File: config.mk
export PLATFORM = sky130hd
export DESIGN_NAME = mem_access_stage
export DESIGN_NICKNAME = d
export VERILOG_FILES = /design/src/rtl/mem_access_stage.sv
export SDC_FILE = /design/constraint.sdc
export NUM_CORES = 1
export LEC_CHECK = 0
export CORE_ASPECT_RATIO = 1.75
export CORE_UTILIZATION = 45
export CTS_BUF_LIST = sky130_fd_sc_hd__clkbuf_16
export DETAILED_ROUTE_END_ITERATION = 12
export PLACE_DENSITY = 0.85
export RECOVER_POWER = 100
export SLEW_MARGIN = 40
export SYNTH_ARGS = -nofsm -noshare
export SYNTH_HDL_FRONTEND = slang
export SYNTH_SLANG_ARGS = --single-unit
File: constraint.sdc
create_clock -name clk_in -period 4.64 [get_ports clk_in]
set_input_delay 1.16 -clock clk_in [delete_from_list [all_inputs] [get_ports clk_in]]
set_output_delay 1.16 -clock clk_in [all_outputs]
set_load 0.01 [all_outputs]
File: src/rtl/mem_access_stage.sv
// MEM stage: passes ALU results to writeback and runs loads/stores as byte-serial
// transactions on an 8-bit controller port. Optional macro MEM_MISALIGN_TRAP_EN adds out_misalign.
module mem_access_stage #(
  parameter int          ADDR_W   = 32,
  parameter logic [6:0]  LOAD_OP  = 7'b0000011,
  parameter logic [6:0]  STORE_OP = 7'b0100011
) (
  input  logic              clk_in,
  input  logic              rst_in,
  input  logic              rdy_in,
  input  logic              in_forward,
  input  logic [4:0]        in_rd_addr,
  input  logic [31:0]       in_rd_val,
  input  logic [6:0]        in_ins_type,
  input  logic [2:0]        in_ins_details,
  input  logic [31:0]       in_mem_addr,
  input  logic [31:0]       in_mem_val,
  input  logic              stall_hold,
  input  logic              mem_ack,
  input  logic [7:0]        mem_rdata,
  output logic              mem_req,
  output logic              mem_we,
  output logic [ADDR_W-1:0] mem_a,
  output logic [7:0]        mem_wdata,
  output logic              stall_req,
  output logic              out_forward,
  output logic [4:0]        out_rd_addr,
  output logic [31:0]       out_rd_val
`ifdef MEM_MISALIGN_TRAP_EN
  ,
  output logic              out_misalign
`endif
);

  typedef enum logic {S_IDLE, S_ACCESS} state_t;

  state_t            r_state;
  logic [1:0]        r_cnt;
  logic              r_done;
  logic [31:0]       r_data;
  logic              r_mem_req;
  logic              r_mem_we;
  logic [ADDR_W-1:0] r_mem_a;
  logic [7:0]        r_mem_wdata;
  logic              r_out_forward;
  logic [4:0]        r_out_rd_addr;
  logic [31:0]       r_out_rd_val;

  logic        w_is_load;
  logic        w_is_store;
  logic        w_is_mem;
  logic        w_misalign;
  logic        w_ack;
  logic [1:0]  w_last;
  logic        w_final;
  logic [1:0]  w_cnt_nxt;
  logic [31:0] w_addr_nxt;
  logic [31:0] w_assembled;
  logic [31:0] w_load_val;

  assign w_is_load  = (in_ins_type == LOAD_OP);
  assign w_is_store = (in_ins_type == STORE_OP);
  assign w_is_mem   = (w_is_load || w_is_store) && !r_done;
  assign w_ack      = mem_ack && rdy_in;
  assign w_cnt_nxt  = r_cnt + 2'd1;
  assign w_addr_nxt = in_mem_addr + {30'd0, w_cnt_nxt};

  always_comb begin
    case (in_ins_details[1:0])
      2'd0:    w_last = 2'd0;
      2'd1:    w_last = 2'd1;
      default: w_last = 2'd3;
    endcase
  end

`ifdef MEM_MISALIGN_TRAP_EN
  assign w_misalign = w_is_mem &&
                      (((in_ins_details[1:0] == 2'd1) && in_mem_addr[0]) ||
                       ((in_ins_details[1:0] == 2'd2) && (in_mem_addr[1:0] != 2'd0)));
`else
  assign w_misalign = 1'b0;
`endif

  assign w_final   = (r_state == S_ACCESS) && w_ack && (r_cnt == w_last);
  // Stall drops combinationally on the final ack so EX->MEM can advance on that edge.
  assign stall_req = (r_state == S_IDLE) ? (w_is_mem && !w_misalign) : !w_final;

  always_comb begin
    w_assembled = r_data;
    w_assembled[{r_cnt, 3'b000} +: 8] = mem_rdata;
  end

  always_comb begin
    case (in_ins_details)
      3'b000:  w_load_val = {{24{w_assembled[7]}}, w_assembled[7:0]};
      3'b001:  w_load_val = {{16{w_assembled[15]}}, w_assembled[15:0]};
      3'b100:  w_load_val = {24'd0, w_assembled[7:0]};
      3'b101:  w_load_val = {16'd0, w_assembled[15:0]};
      default: w_load_val = w_assembled;
    endcase
  end

  always_ff @(posedge clk_in) begin
    if (rst_in) begin
      r_state       <= S_IDLE;
      r_cnt         <= 2'd0;
      r_done        <= 1'b0;
      r_data        <= 32'd0;
      r_mem_req     <= 1'b0;
      r_mem_we      <= 1'b0;
      r_mem_a       <= '0;
      r_mem_wdata   <= 8'd0;
      r_out_forward <= 1'b0;
      r_out_rd_addr <= 5'd0;
      r_out_rd_val  <= 32'd0;
`ifdef MEM_MISALIGN_TRAP_EN
      out_misalign  <= 1'b0;
`endif
    end else if (rdy_in) begin
`ifdef MEM_MISALIGN_TRAP_EN
      out_misalign <= 1'b0;
`endif
      case (r_state)
        S_IDLE: begin
`ifdef MEM_MISALIGN_TRAP_EN
          if (w_misalign) begin
            out_misalign  <= 1'b1;
            r_out_forward <= 1'b0;
            r_out_rd_addr <= 5'd0;
            r_out_rd_val  <= in_mem_addr;
            r_done        <= stall_hold;
          end else
`endif
          if (w_is_mem) begin
            r_out_forward <= 1'b0;
            r_out_rd_addr <= 5'd0;
            r_out_rd_val  <= 32'd0;
            r_cnt         <= 2'd0;
            r_data        <= 32'd0;
            r_mem_req     <= 1'b1;
            r_mem_we      <= w_is_store;
            r_mem_a       <= in_mem_addr[ADDR_W-1:0];
            r_mem_wdata   <= in_mem_val[7:0];
            r_state       <= S_ACCESS;
          end else begin
            // A completed access still parked in EX->MEM must not write back twice.
            if (r_done && (w_is_load || w_is_store)) begin
              r_out_forward <= 1'b0;
              r_out_rd_addr <= 5'd0;
              r_out_rd_val  <= 32'd0;
            end else begin
              r_out_forward <= in_forward;
              r_out_rd_addr <= in_rd_addr;
              r_out_rd_val  <= in_rd_val;
            end
            if (!stall_hold) begin
              r_done <= 1'b0;
            end
          end
        end
        S_ACCESS: begin
          r_out_forward <= 1'b0;
          r_out_rd_addr <= 5'd0;
          r_out_rd_val  <= 32'd0;
          if (w_ack) begin
            if (r_cnt == w_last) begin
              r_state       <= S_IDLE;
              r_mem_req     <= 1'b0;
              r_mem_we      <= 1'b0;
              r_done        <= stall_hold;
              r_out_forward <= w_is_store ? 1'b0 : in_forward;
              r_out_rd_addr <= in_rd_addr;
              r_out_rd_val  <= w_is_store ? 32'd0 : w_load_val;
            end else begin
              r_data[{r_cnt, 3'b000} +: 8] <= mem_rdata;
              r_cnt       <= w_cnt_nxt;
              r_mem_a     <= w_addr_nxt[ADDR_W-1:0];
              r_mem_wdata <= in_mem_val[{w_cnt_nxt, 3'b000} +: 8];
            end
          end
        end
        default: r_state <= S_IDLE;
      endcase
    end
  end

  assign mem_req     = r_mem_req;
  assign mem_we      = r_mem_we;
  assign mem_a       = r_mem_a;
  assign mem_wdata   = r_mem_wdata;
  assign out_forward = r_out_forward;
  assign out_rd_addr = r_out_rd_addr;
  assign out_rd_val  = r_out_rd_val;

endmodule

==> results.json, run 1 <==
{
  "drc": 0,
  "nets": 1002,
  "post_cts_buffers": 0,
  "powerDensity_nw_per_um2": 316.0,
  "via_per_inst": 5.770,
  "worst_r2r_path_depth": 6,
  "synth_compound_area_share_pct": 25.84,
  "syn_inst": 684,
  "combinationalPowerShare_pct": 11.4,
  "yosys-top-cells-area": "dfxtp_1, a211oi_1, nor2_1",
  "antenna_found_initial": 1,
  "required_ns": 3.48,
  "slew_violations": 28,
  "crit_buf_inv": 3,
  "drive_gt1_share_pct": 7.029,
  "dp_hpwl_um": 13630,
  "yosysTopAreaCell": "dfxtp_1",
  "synthSimpleGateAreaFrac_pct": 21.09,
  "rows": 55,
  "clkPwrFrac_pct": 50.9,
  "r2r_setup_slack_ns": 1.24,
  "timing.rr.start": "r_cnt[1]",
  "crit_path_end_kind": "primary output",
  "postCtsHoldBufs": 0,
  "grt_usage_pct": 28.80,
  "cts_sinks": 116,
  "overflow": 0,
  "port_buffers": 205,
  "place_congestion": 0.8714,
  "yosys.cell_types.count": 55,
  "violations": "max-capacitance violations, max-slew violations",
  "cts_made_buffers": 17,
  "clk_path_buf_depth": 2,
  "slew_headroom_pct": -31.82,
  "hold_viol": 0,
  "intPower_uw": 2094,
  "ys_seq_elements": 116,
  "min_period_ns": 4.525,
  "tritoncts": "yes",
  "pwr-share-seq_pct": 37.8,
  "cp_slowest_stage_delay_ns": 0.67,
  "cap_viol_max_count": 1,
  "power_uw": 2736,
  "swShare_pct": 23.47,
  "worst_path_max_delay_cell": "dlygate4sd3_1",
  "first_iter_violations": 384,
  "finalCritPeriodShare_pct": 97.52,
  "ys_seq_area_share_pct": 39.37,
  "io_pins": 206,
  "synth_edf_count": 0,
  "wl_per_cell_um": 18.21,
  "rsz0062_at_grt": "false",
  "path_delay_family": "buffers and inverters",
  "synth.top_cells.by_count": "dfxtp_1, nor2_1, nand2_1",
  "total_leakage_power_uw": 0.003213,
  "vias": 6082,
  "worstSetupPathType": "input pin to primary output",
  "firstDrtPassIters": 5,
  "grt_pass1_vias": 5943,
  "synthArstFlopShare_pct": 0,
  "die_height_um": 153.5,
  "crit_chain": "dlygate4sd3_1 -> and4bb_2 -> o31a_1 -> nand2_1 -> a21oi_1 -> inv_1 -> clkdlybuf4s50_1",
  "setup_tns_ns": 0,
  "crit_cells": 7,
  "root_buffer": "clkbuf_16",
  "crit_path_end": "stall_req",
  "arrival_ns": 3.37,
  "worstSkewPairLatency_ns": 0.41,
  "htreeDepth": 4,
  "grt_pass1_wl_um": 30060,
  "setup_viol": 0,
  "r2r-end": "mem_wdata[0]",
  "synth_mux_area_share_pct": 2.185,
  "synth_nets": 817,
  "synth_xor_area_share_pct": 4.455,
  "startpoint": "in_ins_details[1]",
  "yosysMostFrequentCell": "dfxtp_1",
  "peakVddDrop_mv": 0.2388,
  "dieArea_um2": 13590,
  "grt_max_degree": 72,
  "yosys.area_share.adder_pct": 1.824,
  "tightest_slew_ns": 1.977,
  "ant_nets": 0,
  "yosysWarnings": 0,
  "syn2layout_area_growth_pct": 46.80,
  "drt-total-wl_um": 19190,
  "fmax_mhz": 221.0,
  "hold_class": "register to register",
  "yosysTopAreaCellShare_pct": 39.37,
  "worst_clock_skew_ns": 0.008433,
  "synthFlopType": "dfxtp_1",
  "synth_area_um2": 5898,
  "synth_top_family_by_area": "compound AO/OA/AOI/OAI gates",
  "status": "finished, violations left",
  "p_sw_uw": 641.9,
  "die_w_um": 88.55,
  "syn_avg_cell_area_um2": 8.623,
  "crit_fanout": 4,
  "initial_core_util_pct": 45.83,
  "clk_pin_slew_ns": 0.05,
  "cp-start-kind": "input pin",
  "ctsResizeCount": 0,
  "fp.coreArea_um2": 12870
}
-- final cells by class --
| class | count | area (µm²) |
|---|---|---|
| flip-flops and latches | 116 | 2327 |
| inverters | 20 | 75.07 |
| diodes | 1 | 2.502 |
| clock inverters | 15 | 203.9 |
| clock buffers | 17 | 425.4 |
| fillers | 1067 | 4210 |
| well taps | 171 | 214.0 |
| repair buffers | 217 | 2122 |
| multi-input cells | 497 | 3288 |
-- sequential cells by signal, indices dropped and copies added (netlist names) --
signal / flops
mem_a: 32
mem_req: 1
mem_wdata: 8
mem_we: 1
out_forward: 1
out_rd_addr: 5
out_rd_val: 32
r_cnt: 2
r_data: 32
r_done: 1
r_state: 1
-- metrics by stage --
step | hold WS (ns) | setup slack, ns | cells | utilization, % | cell area, µm²
finish | 0.4445 | 0.1149 | 1054 | 67.28 | 8658
global route | 0.4627 | 0.08815 | 1054 | 67.28 | 8658
CTS | 0.4468 | 0.1989 | 1053 | 67.64 | 8705
detailed placement | 0.4390 | 0.2529 | 1021 | 62.75 | 8075
global placement | 0.4331 | 0.2815 | 1021 | 62.52 | 8045
floorplan | 0.4273 | 1.269 | 684 | - | 5898
-- worst min-delay path, delay by kind of cell (launching register included) --
family | cells | cell delay, ns
flip-flops | 1 | 0.30
AND/OR/NAND/NOR | 1 | 0.05
AO/OA/AOI/OAI | 1 | 0.05
-- power groups by stage --
stage | Clock, µW | Combinational, µW | Sequential (µW)
4_1_cts | 1410 | 320 | 1030
5_1_grt | 1460 | 334 | 1040
3_3_place_gp | 0 | 312 | 1060
3_5_place_dp | 0 | 317 | 1060
6_report | 1390 | 311 | 1030
2_1_floorplan | 0 | 104 | 1070
-- metal layers --
metal	global-route usage (%)	vias up	share of wire (%)
met1	29.39	2826	36
li1	-	2924	-
met5	0	-	0
met3	7.343	65	5.7
met2	50.95	267	53
met4	17.13	0	5.2
-- placed cells by master (no fill, tap or decap), types with 15 or more instances in the layout --
cell type	n
clkdlybuf4s50_1	121
dfxtp_1	114
dlygate4sd3_1	82
nor2_1	67
nand2_1	60
a211oi_1	56
a21oi_1	48
nand3_1	25
a22o_1	19
inv_1	18
clkbuf_16	17
a32oi_1	16
xnor2_1	15
xor2_1	15
-- cells by family after synthesis --
logic type	Yosys count
fa+ha+maj	8
compound gates	206
mux	12
xor+xnor	30
flops	116
simple gates	241
buf+inv	71
-- worst min path at each step --
stage / from / endpoint / slack (ns) / depth (start not counted)
6_report: mem_wdata[2] / mem_wdata[2] / 0.44 / 2
5_1_grt: r_data[9] / r_data[9] / 0.46 / 2
2_1_floorplan: r_data[10] / r_data[10] / 0.43 / 2
3_3_place_gp: r_data[10] / r_data[10] / 0.43 / 2
4_1_cts: r_data[14] / r_data[14] / 0.45 / 2
3_5_place_dp: r_data[14] / r_data[14] / 0.44 / 2
(Power assumes the default switching activity.)
==> run 2: changes to the inputs <==
SKIP_LAST_GASP = 1   (was default)
==> results of run 2 <==
The final DEF is identical to that of run 1; final timing and power are the same.
